[config.mk]
export PLATFORM = sky130hd
export DESIGN_NAME = wb_arbiter
export DESIGN_NICKNAME = d
export VERILOG_FILES = /design/src/rtl/wb_arbiter.sv
export SDC_FILE = /design/constraint.sdc
export NUM_CORES = 1
export LEC_CHECK = 0
export BUFFER_PORTS_ARGS = -buffer_cell sky130_fd_sc_hd__buf_2
export CORE_MARGIN = 3
export CORE_UTILIZATION = 58
export DETAILED_ROUTE_END_ITERATION = 10
export PLACE_DENSITY = 0.85
export SLEW_MARGIN = 0
export SYNTH_ARGS = -nofsm -noshare
export SYNTH_HDL_FRONTEND = slang
export SYNTH_SLANG_ARGS = --single-unit
[constraint.sdc]
create_clock -name clk -period 7.8 [get_ports clk]
set_input_delay 0.78 -clock clk [delete_from_list [all_inputs] [get_ports clk]]
set_output_delay 0.78 -clock clk [all_outputs]
set_load 0.02 [all_outputs]
[src/rtl/wb_arbiter.sv]
// Writeback arbiter: merges the unstallable ALU result stream with the
// handshaked load stream onto the single registered register-file write port.
module wb_arbiter #(
    parameter int XLEN         = 64,
    parameter int LQ_DEPTH     = 2,
    parameter int STARVE_LIMIT = 4
) (
    input  logic            clk,
    input  logic            rst,
    input  logic            alu_exe_valid_i,
    input  logic [4:0]      alu_exe_rd_i,
    input  logic [XLEN-1:0] alu_exe_rd_value_i,
    input  logic            lsu_valid_i,
    output logic            lsu_ready_o,
    input  logic [4:0]      lsu_rd_i,
    input  logic [XLEN-1:0] lsu_rd_value_i,
    input  logic            flush_i,
    output logic            rf_we_o,
    output logic [4:0]      rf_waddr_o,
    output logic [XLEN-1:0] rf_wdata_o,
    output logic            stall_req_o,
    output logic [63:0]     wb_count_o
);

    localparam int PTR_W = $clog2(LQ_DEPTH);
    localparam int CNT_W = $clog2(LQ_DEPTH + 1);
    localparam int STV_W = $clog2(STARVE_LIMIT + 1);
    localparam logic [CNT_W-1:0] FULL_CNT   = CNT_W'(LQ_DEPTH);
    localparam logic [STV_W-1:0] STV_MAX    = STV_W'(STARVE_LIMIT);
    localparam logic [STV_W-1:0] STV_THRESH = STV_W'(STARVE_LIMIT - 1);

    logic [4:0]      r_lqRd   [LQ_DEPTH];
    logic [XLEN-1:0] r_lqData [LQ_DEPTH];
    logic [PTR_W-1:0] r_rdPtr;
    logic [PTR_W-1:0] r_wrPtr;
    logic [CNT_W-1:0] r_count;
    logic [STV_W-1:0] r_starve;
    logic             r_rfWe;
    logic [4:0]       r_rfWaddr;
    logic [XLEN-1:0]  r_rfWdata;
    logic             r_stall;
    logic [63:0]      r_wbCount;

    logic             w_empty;
    logic             w_full;
    logic             w_accept;
    logic             w_aluWin;
    logic             w_bufWin;
    logic             w_bypWin;
    logic             w_pop;
    logic             w_push;
    logic             w_winValid;
    logic [4:0]       w_winRd;
    logic [XLEN-1:0]  w_winData;
    logic             w_we;
    logic             w_stallNext;
    logic [STV_W-1:0] w_starveNext;

    // Ready deliberately ignores a same-cycle pop: a full buffer never reuses the slot.
    assign w_empty     = (r_count == '0);
    assign w_full      = (r_count == FULL_CNT);
    assign lsu_ready_o = ~rst & ~w_full & ~flush_i;
    assign w_accept    = lsu_valid_i & lsu_ready_o;

    assign w_aluWin = alu_exe_valid_i;
    assign w_bufWin = ~alu_exe_valid_i & ~w_empty & ~flush_i;
    assign w_bypWin = ~alu_exe_valid_i & w_empty & w_accept;
    assign w_pop    = w_bufWin;
    assign w_push   = w_accept & ~w_bypWin;

    always_comb begin
        w_winValid = 1'b0;
        w_winRd    = '0;
        w_winData  = '0;
        if (w_aluWin) begin
            w_winValid = 1'b1;
            w_winRd    = alu_exe_rd_i;
            w_winData  = alu_exe_rd_value_i;
        end else if (w_bufWin) begin
            w_winValid = 1'b1;
            w_winRd    = r_lqRd[r_rdPtr];
            w_winData  = r_lqData[r_rdPtr];
        end else if (w_bypWin) begin
            w_winValid = 1'b1;
            w_winRd    = lsu_rd_i;
            w_winData  = lsu_rd_value_i;
        end
    end

    // A winner targeting x0 is consumed without an architectural write.
    assign w_we = w_winValid & (w_winRd != 5'd0);

    always_comb begin
        w_starveNext = r_starve;
        if (flush_i | w_pop | w_empty) begin
            w_starveNext = '0;
        end else if (w_aluWin && (r_starve != STV_MAX)) begin
            w_starveNext = r_starve + STV_W'(1);
        end
    end

    assign w_stallNext = ((r_starve >= STV_THRESH) & w_aluWin & ~w_empty) | w_full;

    always_ff @(posedge clk) begin
        if (w_push) begin
            r_lqRd[r_wrPtr]   <= lsu_rd_i;
            r_lqData[r_wrPtr] <= lsu_rd_value_i;
        end
    end

    always_ff @(posedge clk) begin
        if (rst) begin
            r_rdPtr   <= '0;
            r_wrPtr   <= '0;
            r_count   <= '0;
            r_starve  <= '0;
            r_rfWe    <= 1'b0;
            r_rfWaddr <= '0;
            r_rfWdata <= '0;
            r_stall   <= 1'b0;
            r_wbCount <= '0;
        end else begin
            if (flush_i) begin
                r_rdPtr <= '0;
                r_wrPtr <= '0;
                r_count <= '0;
            end else begin
                if (w_pop) begin
                    r_rdPtr <= r_rdPtr + PTR_W'(1);
                end
                if (w_push) begin
                    r_wrPtr <= r_wrPtr + PTR_W'(1);
                end
                r_count <= r_count + CNT_W'(w_push) - CNT_W'(w_pop);
            end
            r_starve <= w_starveNext;
            r_stall  <= w_stallNext;
            r_rfWe   <= w_we;
            if (w_we) begin
                r_rfWaddr <= w_winRd;
                r_rfWdata <= w_winData;
            end
            r_wbCount <= r_wbCount + 64'(w_we);
        end
    end

    assign rf_we_o     = r_rfWe;
    assign rf_waddr_o  = r_rfWaddr;
    assign rf_wdata_o  = r_rfWdata;
    assign stall_req_o = r_stall;
    assign wb_count_o  = r_wbCount;

endmodule

* Word level (Yosys, flattened, before mapping)
Memories as Yosys holds them, arrays and structs flattened. A register that Yosys moved wholly into a read port is not among the register bits.
Index checks and enable logic that the tools add are counted.
W data, S select, Z words.
** Operators by class
- Eq/ne operators :: 2
- Multiplexer cells :: 15
- Div/mod/pow operators :: 0
- Shift-type cells :: 0
- Add/sub/neg operators :: 6
- Multipliers :: 0
- Magnitude comparators :: 1
- Bitwise operators :: 20
- Reductions and logical operators :: 5
** Operators by type and width (number)
- $mux W64 :: 3
- $add A64 B1 Y64 :: 1
- $mux W5 :: 3
- $and A1 B1 Y1 :: 11
- $mux W1 :: 9
- $not A1 Y1 :: 6
- $reduce_bool A5 Y1 :: 1
- $reduce_or A2 Y1 :: 2
- $add A3 B1 Y3 const B :: 1
- $ge A3 B2 Y1 const B :: 1
- $ne A3 B3 Y1 const B :: 1
- $or A1 B1 Y1 :: 3
- $add A1 B1 Y1 const B :: 2
- $add A2 B1 Y2 :: 1
- $eq A2 B2 Y1 const B :: 1
- $logic_not A2 Y1 :: 1
- $sub A2 B1 Y2 :: 1
- $logic_and A1 B1 Y1 :: 1
** Storage, ports and cells
- Input port bits :: 143
- Bits in latches :: 0
- Register bits :: 142
- Memories :: 2
- Bits in writable memories :: 138
- Memory bits (read-only) :: 0
- Output and inout bits :: 136
** Memory list
- r_lqData :: words 2, width 64, rd ports 1, clocked after Yosys merged registers in 1, wr ports 1, RTL line 33 : logic [XLEN-1:0] r_lqData [LQ_DEPTH];
- r_lqRd :: words 2, width 5, rd ports 1, clocked after Yosys merged registers in 1, wr ports 1, RTL line 32 : logic [4:0] r_lqRd [LQ_DEPTH];

* Depth between registers and ports, before layout
- Depth in word-level cells :: 12
- Depth in mapped cells :: 17

* Worst setup path after synthesis
Ideal clock, no wire load.
- Kind :: in2reg
- From :: input port alu_exe_valid_i
- To :: memory r_lqData[0][0], enable pin
- Data arrival time :: 4308 ps
- Path slack :: 2996 ps
- Cell stages on the path :: 4
- Setup time :: 497 ps
- Required time :: 7303 ps
- Path through :: clkbuf_1 -> nor2b_1 -> o211ai_1 -> nor2_1
** On the way
- Longest elaborated chain between the ends :: 7
** RTL lines
- start, declared :: RTL line 10 : input logic alu_exe_valid_i,
- $not A1 Y1 :: RTL line 67 : assign w_bypWin = ~alu_exe_valid_i & w_empty & w_accept;
- $and A1 B1 Y1 (2 in a row) :: RTL line 67
- $not A1 Y1 :: RTL line 69 : assign w_push = w_accept & ~w_bypWin;
- $and A1 B1 Y1 :: RTL line 69
- $mux W1 :: RTL line 105 : if (w_push) begin
- $mux W1 (implied by the code) :: RTL line 107 : r_lqData[r_wrPtr] <= lsu_rd_value_i;
- end, declared :: RTL line 33
No other way between the ends.

* Worst setup path after layout
- From :: input port rst
- To :: register r_wbCount[43], in the netlist wb_count_o[43]
** On the way
- Longest elaborated chain between the ends :: 11
** RTL lines
- start, declared :: RTL line 9 : input logic rst,
- $not A1 Y1 :: RTL line 62 : assign lsu_ready_o = ~rst & ~w_full & ~flush_i;
- $and A1 B1 Y1 (2 in a row) :: RTL line 62
- $and A1 B1 Y1 :: RTL line 63 : assign w_accept = lsu_valid_i & lsu_ready_o;
- $and A1 B1 Y1 :: RTL line 67
- $mux W5 :: RTL line 83 : end else if (w_bypWin) begin
- $mux W5 :: RTL line 79 : end else if (w_bufWin) begin
- $mux W5 :: RTL line 75 : if (w_aluWin) begin
- $reduce_bool A5 Y1 :: RTL line 91 : assign w_we = w_winValid & (w_winRd != 5'd0);
- $and A1 B1 Y1 :: RTL line 91
- $add A64 B1 Y64 :: RTL line 143 : r_wbCount <= r_wbCount + 64'(w_we);
- end signal, assigned :: RTL line 143
- end, declared :: RTL line 42 : logic [63:0] r_wbCount;
Several ways; a longest one is shown, not always the timed one.
A chain may end at the register's enable or synchronous reset.

==> flow_summary_export.csv <==
group,metric,value,unit
timing,drv_slew,0,
power_and_ir_drop,power,3.179,mW
cells_and_area,seq_area,0.007010,mm²
power_and_ir_drop,p_int,2.428,mW
cells_and_area,multiInputGateArea,0.004333,mm²
setup_path,required,8190,ps
timing,relSlewSlack,25.14,%
synth,synth_commonest_cells,"143 x dfxtp_1, 138 x edfxtp_1, 79 x nor3_1",
clock_tree,cts_tree,"yes",
synth,synth.largest_area_cell,"edfxtp_1",
setup_path,crit_type,"input port to flop",
die,fp.dieW,147.7,µm
power_and_ir_drop,vdd.ir_drop.worst,0.1895,mV
drt,vias_per_cell,6.064,
global_routing,gr-usage-met1,33.42,%
timing,fin_crit_sh,71.64,%
clock_tree,htreeDepth,1,
power_and_ir_drop,pwr-share-clk,40.1,%
drt,wire_per_inst,20.31,µm
drt,drt_iter0_drc,864,
power_and_ir_drop,power.density,226.3,mW/mm²
synth,syn_nets,1063,
power_and_ir_drop,power.share.switching,23.65,%
setup_path,crit_slowest_cell,"and3_2",
timing,finalSetupViolCount,0,
clock_tree,clk_latency,530,ps
synth,syn_inst,913,
timing,finalSetupTns,0,ps
flow_run,maxCapViolCount,0,
power_and_ir_drop,seq_power_share,50.7,%
synth,async_flop_share,0,%
setup_path,start_kind,"input port",
die,die_h,147.7,µm
synth,synth-edff-count,138,
global_routing,grt_max_degree,78,
setup_path,cp_num_buf_inv,1,
clock_tree,clkSlewWorstSetupHoldPaths,60,ps
die,core_area,0.01959,mm²
clock_tree,cts_sinks,281,
synth,yosysTopAreaCellShare,35.57,%
status,outcome,"finished, final reports clean",
placement,dp_cells,1394,
placement,port_buffers,278,
die,ios,279,
global_routing,top_usage_layer,"met2",
setup_path,rrSetupSlack,2470,ps
drt,dr_total_vias,8787,
timing,period_needed,5588,ps
power_and_ir_drop,power_leakage,5.361,nW
cells_and_area,stdcell_count,1449,
timing,tightest_slew,1123,ps
clock_tree,post_cts_buffers,0,
timing,fmax,0.1790,GHz
clock_tree,clock_path_buffers,3,
clock_tree,cts_resized,0,
power_and_ir_drop,pwr-share-comb,9.3,%
global_routing,grt_pass1_wl,45100,µm
placement,pre_cts_ws,1726,ps
cells_and_area,fillers,1374,
synth,synth.most_common_cell,"dfxtp_1",
timing,hold_viol,0,
synth,synth_cell_types,39,
synth,synth_area_leaders,"edfxtp_1 36%, dfxtp_1 25%, mux2_2 6.2%",
placement,dp_hpwl,18500,µm
timing,fin_ws,2212,ps
setup_path,cp_cell_sequence,"buf_6, nor2_1, and3_2, a221oi_1, and2_1, nand2_4, ha_1, nand2_1, or4_1, nor3_4, nand4_1, xor2_1, nor2_1",
timing,final.setup_skew,12.05,ps
hold_path,hold_class,"input port to flop",
global_routing,use_met2,41.45,%
setup_path,path_max_fanout,77,
global_routing,antenna_found_initial,9,
placement,gp_congestion,0.8166,
drt,finalWirelength,29430,µm
cells_and_area,layout-drive-gt1-share,38.73,%
synth,ys.flop_type,"dfxtp_1",
drt,drc,0,
cells_and_area,nets,1310,
setup_path,cp_top_family,"simple AND/OR/NAND/NOR gates",
synth,syn_area_per_cell,12.76,µm²
global_routing,grtUsageMet3,6.867,%
die,die_area,0.02182,mm²
cells_and_area,areaGrowthSynthToFinish,20.61,%
setup_path,endpoint_kind,"flop",
die,num_rows,51,
power_and_ir_drop,switchingPower,0.7519,mW
drt,ant_nets,0,
timing,rsz0062_at_grt,"false",
setup_path,cp_common_cell,"nor2_1",
cells_and_area,final_util,71.72,%
synth,seq_area_frac_synth,60.15,%
synth,yosysWarnings,0,
synth,ys_ff_latch,281,
clock_tree,cts_inserted_buffers,29,
global_routing,grt_pass1_vias,8466,
synth,synth_area,0.01165,mm²
drt,first_pass_iters,10,
setup_path,max_stage_delay,900,ps
die,initial_core_util,59.46,%
clock_tree,cts_hold_buf,0,
setup_path,crit_arrival,5980,ps
global_routing,grt.overflow.total,0,
global_routing,track_usage,25.44,%
clock_tree,cts_root_buffer,"clkbuf_16",
-- registers in the layout, summed over array words and instances, names as in the netlist, named ones only --
signal,count
wb_count_o,64
r_starve,3
r_wrPtr,1
rf_we_o,1
r_count,2
rf_wdata_o,64
r_lqRd,10
r_rdPtr,1
rf_waddr_o,5
stall_req_o,1
r_lqData,128
-- worst paths after layout --
path,startpoint,endpoint,cells after the start
worst max-delay path,rst,wb_count_o[43]$_SDFF_PP0_,13
worst min-delay path,lsu_rd_value_i[24],r_lqData[1][24]$_DFFE_PP_,1
worst max register to register,r_count[1]$_SDFF_PP0_,wb_count_o[43]$_SDFF_PP0_,12
worst min register to register,rf_waddr_o[2]$_SDFFE_PP0N_,rf_waddr_o[2]$_SDFFE_PP0N_,2
-- worst register-to-register path: cells and delay by family, from the launching register on --
family,cells,cell delay (ps)
DFF,1,370
adders and majority gates,1,370
and+or+nand+nor,9,3930
AOI/OAI and AO/OA,1,320
xor gates and xnor gates,1,200
-- logic make-up after synthesis --
logic type                 count (synthesis)  synth area share [%]
DFF                                      281                 60.15
and+or+nand+nor                          264                 11.45
AOI/OAI and AO/OA                        147                 13.01
buffers and inverters                     78                 2.986
muxes                                     69                 6.617
xor gates and xnor gates                  67                 5.038
adders and majority gates                  7                0.7518
-- layer usage --
| metal | share of wire (%) | vias to the layer above | wire length (µm) |
|---|---|---|---|
| met2 | 48 | 438 | 14180 |
| met4 | 2.9 | 10 | 840 |
| met1 | 39 | 4225 | 11390 |
| met3 | 10 | 69 | 2967 |
| met5 | 0.18 | - | 53 |
| li1 | - | 4045 | - |
-- power by group through the flow --
stage          combinational (mW)  sequential [mW]  clock [mW]
3_5_place_dp                0.293             1.64           0
5_1_grt                     0.315             1.61        1.36
3_3_place_gp                0.286             1.64           0
2_1_floorplan               0.139             1.68           0
6_report                    0.294             1.61        1.27
4_1_cts                     0.294             1.61        1.29
-- area by class of cell --
| type | instances | share of cell area [%] |
|---|---|---|
| Sequential cell | 281 | 49.90 |
| Multi-Input combinational cell | 554 | 30.84 |
| Timing Repair Buffer | 287 | 10.43 |
| Clock buffer | 37 | 5.521 |
| Tap cell | 265 | 2.360 |
| Clock inverter | 14 | 0.6946 |
| Inverter | 7 | 0.1870 |
| Antenna cell | 4 | 0.07124 |
-- stage by stage --
stage / hold slack [ps] / instance area, µm²
after floorplan: 512.0 / 11650
after global placement: 474.1 / 13170
after detailed placement: 472.2 / 13170
after CTS: 433.7 / 14040
after global routing: 435.3 / 14050
final: 449.9 / 14050
-- layout by cell type, fill, tap and decap left out, types with 22 or more instances in the layout --
| cell | count |
|---|---|
| a211oi_2 | 50 |
| nand4_1 | 22 |
| clkbuf_16 | 29 |
| nor2_1 | 74 |
| dfxtp_1 | 142 |
| nor3_1 | 79 |
| edfxtp_1 | 138 |
| xor2_1 | 54 |
| buf_2 | 277 |
| mux2_2 | 64 |
| nand3_1 | 34 |
| a222oi_1 | 64 |
No activity file was read; power rests on OpenSTA's default activity.
